`src/rtl/stopwatch_ctrl.sv`:
```
// Stopwatch control/count core: button edge detect, RUN/PAUSED FSM,
// BCD MM:SS counter driven by 1 Hz ticks, and 2 Hz adjust with field blink.
module stopwatch_ctrl #(
  parameter int SEC_MAX = 59,
  parameter int MIN_MAX = 59
) (
  input  logic       clk,
  input  logic       rst,
  input  logic       tick_1hz,
  input  logic       tick_2hz,
  input  logic       pause_btn,
  input  logic       reset_btn,
  input  logic       adj_sw,
  input  logic       sel_sw,
  output logic [3:0] min_tens,
  output logic [3:0] min_ones,
  output logic [3:0] sec_tens,
  output logic [3:0] sec_ones,
  output logic       running,
  output logic       blank_min,
  output logic       blank_sec
);

  typedef enum logic {PAUSED = 1'b0, RUN = 1'b1} state_t;

  localparam logic [7:0] SEC_MAX_BCD = {4'(SEC_MAX / 10), 4'(SEC_MAX % 10)};
  localparam logic [7:0] MIN_MAX_BCD = {4'(MIN_MAX / 10), 4'(MIN_MAX % 10)};

  // Two-digit BCD increment that wraps to 00 after reaching max_v.
  function automatic logic [7:0] bcd_inc(input logic [7:0] v, input logic [7:0] max_v);
    if (v == max_v)
      return 8'h00;
    else if (v[3:0] == 4'd9)
      return {v[7:4] + 4'd1, 4'd0};
    else
      return {v[7:4], v[3:0] + 4'd1};
  endfunction

  state_t     state_q, state_d;
  logic       pause_hist_q, reset_hist_q;
  logic [7:0] sec_q, sec_d;
  logic [7:0] min_q, min_d;
  logic       blink_q, blink_d;
  logic       blank_min_q, blank_min_d;
  logic       blank_sec_q, blank_sec_d;
  logic       pause_ev, reset_ev;

  always_comb begin
    pause_ev = pause_btn & ~pause_hist_q;
    reset_ev = reset_btn & ~reset_hist_q;
    state_d  = state_q;
    sec_d    = sec_q;
    min_d    = min_q;

    if (reset_ev) begin
      state_d = PAUSED;
      sec_d   = 8'h00;
      min_d   = 8'h00;
    end else begin
      if (pause_ev)
        state_d = (state_q == RUN) ? PAUSED : RUN;
      // Adjust mode owns the counter: fields step independently, no carry.
      if (adj_sw) begin
        if (tick_2hz) begin
          if (sel_sw)
            sec_d = bcd_inc(sec_q, SEC_MAX_BCD);
          else
            min_d = bcd_inc(min_q, MIN_MAX_BCD);
        end
      end else if ((state_q == RUN) && tick_1hz) begin
        sec_d = bcd_inc(sec_q, SEC_MAX_BCD);
        if (sec_q == SEC_MAX_BCD)
          min_d = bcd_inc(min_q, MIN_MAX_BCD);
      end
    end

    blink_d     = adj_sw & (blink_q ^ tick_2hz);
    blank_min_d = adj_sw & ~sel_sw & blink_d;
    blank_sec_d = adj_sw &  sel_sw & blink_d;
  end

  always_ff @(posedge clk) begin
    if (rst) begin
      state_q      <= PAUSED;
      pause_hist_q <= pause_btn;
      reset_hist_q <= reset_btn;
      sec_q        <= 8'h00;
      min_q        <= 8'h00;
      blink_q      <= 1'b0;
      blank_min_q  <= 1'b0;
      blank_sec_q  <= 1'b0;
    end else begin
      state_q      <= state_d;
      pause_hist_q <= pause_btn;
      reset_hist_q <= reset_btn;
      sec_q        <= sec_d;
      min_q        <= min_d;
      blink_q      <= blink_d;
      blank_min_q  <= blank_min_d;
      blank_sec_q  <= blank_sec_d;
    end
  end

  assign min_tens  = min_q[7:4];
  assign min_ones  = min_q[3:0];
  assign sec_tens  = sec_q[7:4];
  assign sec_ones  = sec_q[3:0];
  assign running   = (state_q == RUN);
  assign blank_min = blank_min_q;
  assign blank_sec = blank_sec_q;

endmodule

```
`config.mk`:
```
export PLATFORM = sky130hd
export DESIGN_NAME = stopwatch_ctrl
export DESIGN_NICKNAME = d
export VERILOG_FILES = /design/src/rtl/stopwatch_ctrl.sv
export SDC_FILE = /design/constraint.sdc
export NUM_CORES = 1
export LEC_CHECK = 0
export CAP_MARGIN = 0
export CORE_MARGIN = 8
export CORE_UTILIZATION = 40
export DETAILED_ROUTE_END_ITERATION = 10
export PLACE_DENSITY = 0.65
export SYNTH_ARGS = -nofsm -noshare
export SYNTH_HDL_FRONTEND = slang
export SYNTH_SLANG_ARGS = --single-unit
```
`constraint.sdc`:
```
create_clock -name clk -period 1.5 [get_ports clk]
set_input_delay 0.15 -clock clk [delete_from_list [all_inputs] [get_ports clk]]
set_output_delay 0.15 -clock clk [all_outputs]
set_load 0.05 [all_outputs]
```
==> insert_results.sql <==
INSERT INTO impl_metrics (metric_group, metric, value, unit) VALUES
('global_routing', 'globalRouteOverflowTotal', '0', ''),
('worst_setup_path', 'worstPathBufferInverterCount', '1', ''),
('drt', 'first_drt_pass_iteration_count', '4', ''),
('outcome', 'violated_checks', 'setup timing', ''),
('layout', 'drive_gt1_frac', '0.489', ''),
('floorplanning', 'fp.dieH', '69.1', 'microns'),
('yosys', 'syn_avg_cell_area', '9.17', 'sq um'),
('global_routing', 'first_global_vias', '1103', ''),
('drt', 'vias', '1063', ''),
('yosys', 'synth_cell_types', '35', ''),
('power', 'power.total', '1.24', 'mW'),
('global_routing', 'grt_pass1_wl', '4920', 'microns'),
('worst_setup_path', 'crit_chain', 'inv_4, ha_4, and3b_2, a21bo_4, or4_1, a21oi_1', ''),
('cts', 'clk_pin_slew', '0.13', 'ns'),
('sta', 'worst-slew-pin-transition', '0.328', 'ns'),
('floorplanning', 'initial_standard_cell_utilization_of_the_core', '0.416', ''),
('yosys', 'postSynthCellCount', '123', ''),
('power', 'vdd_drop_max', '0.000541', 'V'),
('power', 'p_leak', '0.744', 'nW'),
('worst_setup_path', 'cp_data_arrival_time', '1.87', 'ns'),
('worst_setup_path', 'slowest_delay', '0.46', 'ns'),
('outcome', 'outcome', 'complete, but fails checks', ''),
('floorplanning', 'num_rows', '19', ''),
('power', 'power.switching', '0.300', 'mW'),
('sta', 'min_period_over_period', '1.08', ''),
('yosys', 'mappedNetlistNets', '139', ''),
('layout', 'area_taken_by_multi_input_logic_gates', '742', 'sq um'),
('cts', 'htree_num_levels', '1', ''),
('floorplanning', 'floorplan.die.width', '69.1', 'microns'),
('min_path', 'worst_hold_path.num_cells', '1', ''),
('worst_setup_path', 'worstSetupPathDepth', '6', ''),
('sta', 'maxSlewViolCount', '0', ''),
('power', 'power.internal', '0.939', 'mW'),
('placed_design', 'buffers_added_on_ports', '26', ''),
('sta', 'setup_repair_after_global_routing_missed_its_margin', 'yes', ''),
('worst_setup_path', 'worst_r2r_path_depth', '6', ''),
('sta', 'clock_skew', '0.00275', 'ns'),
('yosys', 'synth.yosys.warnings', '0', ''),
('power', 'power-per-cell-area', '709', 'nW/um^2'),
('sta', 'layout_min_cycle_time', '1.62', 'ns'),
('drt', 'total_routed_wirelength', '2910', 'microns'),
('sta', 'fmax', '618', 'MHz'),
('power', 'netSwitchingFraction', '0.242', ''),
('yosys', 'ys_seq_area_frac', '0.391', ''),
('worst_setup_path', 'critical_path.endpoint_type', 'flip-flop', ''),
('worst_setup_path', 'critical-path-slowest-cell', 'sky130_fd_sc_hd__or4_1', ''),
('layout', 'layout.nets', '193', ''),
('sta', 'slew-limit-headroom', '0.780', ''),
('layout', 'most_common_cell_after_layout_fill_and_taps_aside', 'sky130_fd_sc_hd__buf_4', ''),
('worst_setup_path', 'crit_required', '1.76', 'ns'),
('worst_setup_path', 'cpLargestDelayFamily', 'simple AND/OR/NAND/NOR gates', ''),
('drt', 'vias_per_cell', '5.14', ''),
('cts', 'cts.sinks', '22', ''),
('yosys', 'ys_ff_latch', '22', ''),
('drt', 'number_of_drc_violations_after_detailed_routing', '0', ''),
('placed_design', 'pre_cts_slack', '-0.247', 'ns'),
('sta', 'final-setup-viol-count', '5', ''),
('global_routing', 'grt_start_max_net_pins', '14', ''),
('layout', 'antenna_diodes', '0', ''),
('yosys', 'synth_enable_flop_cells', '0', ''),
('yosys', 'top_reg_cell_synth', 'sky130_fd_sc_hd__dfxtp_1', ''),
('sta', 'layout_setup_ws', '-0.117', 'ns'),
('yosys', 'post_synth_instance_area', '1130', 'sq um'),
('placed_design', 'globalplace.congestion', '0.794', ''),
('worst_setup_path', 'startpoint_type', 'flip-flop', ''),
('cts', 'worst_skew_pair.late_latency', '0.31', 'ns'),
('worst_setup_path', 'worstSetupPathType', 'reg2reg', ''),
('layout', 'fillerInstances', '231', ''),
('layout', 'sequential_cell_area', '472', 'sq um'),
('global_routing', 'grt_antenna_before_repair', '0', ''),
('flow_run', 'max_cap_viols', '0', '');
-- registers in the layout, indices dropped and copies added, names as in the netlist --
name / cells
blank_min: 1
pause_hist_q: 1
running: 1
reset_hist_q: 1
blank_sec: 1
blink_q: 1
sec_q: 8
min_q: 8
-- metal layers --
layer,vias to the layer above,part of all wire,GRT usage
met1,493,0.46,0.142
met2,27,0.48,0.200
met3,2,0.049,0.0329
met4,0,0.0083,0.0387
met5,-,0,0
li1,541,-,-
-- final cells by class --
class | instances | area share
multi-input combinational | 92 | 0.424
sequential | 22 | 0.270
inverter | 6 | 0.0143
timing repair buffer | 52 | 0.240
clock inverter | 1 | 0.0172
clock buffer | 3 | 0.0129
tap | 31 | 0.0222
-- final timing paths --
check             slack, ns      start            to
setup / recovery      -0.12   min_q[1]      min_q[5]
hold / removal         0.32  pause_btn  pause_hist_q
setup reg to reg      -0.12   min_q[1]      min_q[5]
hold reg to reg        0.52   min_q[7]      min_q[7]
-- Yosys cell counts, types with 2 or more instances --
cell                        n  share of area
sky130_fd_sc_hd__and3b_1    3          0.023
sky130_fd_sc_hd__xnor2_1    5          0.039
sky130_fd_sc_hd__nor2_1    15          0.050
sky130_fd_sc_hd__inv_1      6          0.020
sky130_fd_sc_hd__nand2_1    5          0.017
sky130_fd_sc_hd__and2_1     2          0.011
sky130_fd_sc_hd__or4_1      2          0.013
sky130_fd_sc_hd__o21ai_0    5          0.022
sky130_fd_sc_hd__dfxtp_1   22           0.39
sky130_fd_sc_hd__mux2i_1    4          0.036
sky130_fd_sc_hd__a21bo_2    2          0.018
sky130_fd_sc_hd__a211oi_1   3          0.020
sky130_fd_sc_hd__a21oi_1    8          0.036
sky130_fd_sc_hd__ha_1       8          0.089
sky130_fd_sc_hd__nor3b_1    2          0.013
sky130_fd_sc_hd__nand3b_1   3          0.020
sky130_fd_sc_hd__buf_6      2          0.020
sky130_fd_sc_hd__nand3_1    7          0.031
sky130_fd_sc_hd__nor2b_1    2          0.011
sky130_fd_sc_hd__nor3_1     2         0.0089
-- metrics by stage --
stage	setup TNS, ns	area (sq um)	cells	hold slack, ns
global placement	-1.73	1580	199	0.477
global route	-1.02	1750	207	0.299
finish	-0.370	1750	207	0.317
floorplan	-0.796	1190	123	0.178
CTS	-0.419	1700	206	0.322
detailed placement	-2.25	1580	199	0.499
-- worst register-to-register path: cells and delay by family, from the launching register on --
family / cells / cell delay [ns]
AOI/OAI and AO/OA: 2 / 0.37
adders and majority gates: 1 / 0.12
buffers and inverters: 1 / 0.05
DFF: 1 / 0.37
and+or+nand+nor: 2 / 0.66
-- power by group through the flow --
stage	registers, mW	logic [mW]	clock network, mW
5_1_grt	0.600	0.190	0.500
3_5_place_dp	0.610	0.160	0
3_3_place_gp	0.609	0.159	0
6_report	0.598	0.176	0.465
4_1_cts	0.597	0.167	0.471
2_1_floorplan	0.641	0.0541	0
-- cells by family (layout without fill, tap and decap cells) --
family,after synthesis,in the layout,share of synthesized area
compound gates,27,27,0.163
simple gates,48,48,0.240
buf+inv,9,62,0.0433
fa+ha+maj,8,8,0.0888
mux,4,4,0.0355
xor+xnor,5,5,0.0388
flops,22,22,0.391
-- repair_timing --
item | in CTS | in global routing
gates resized for setup | 11 | 13
setup endpoints to repair | 9 | 9
setup buffers | 3 | 1
pin swaps | 7 | 6
Power figures use the tool's default switching activity.
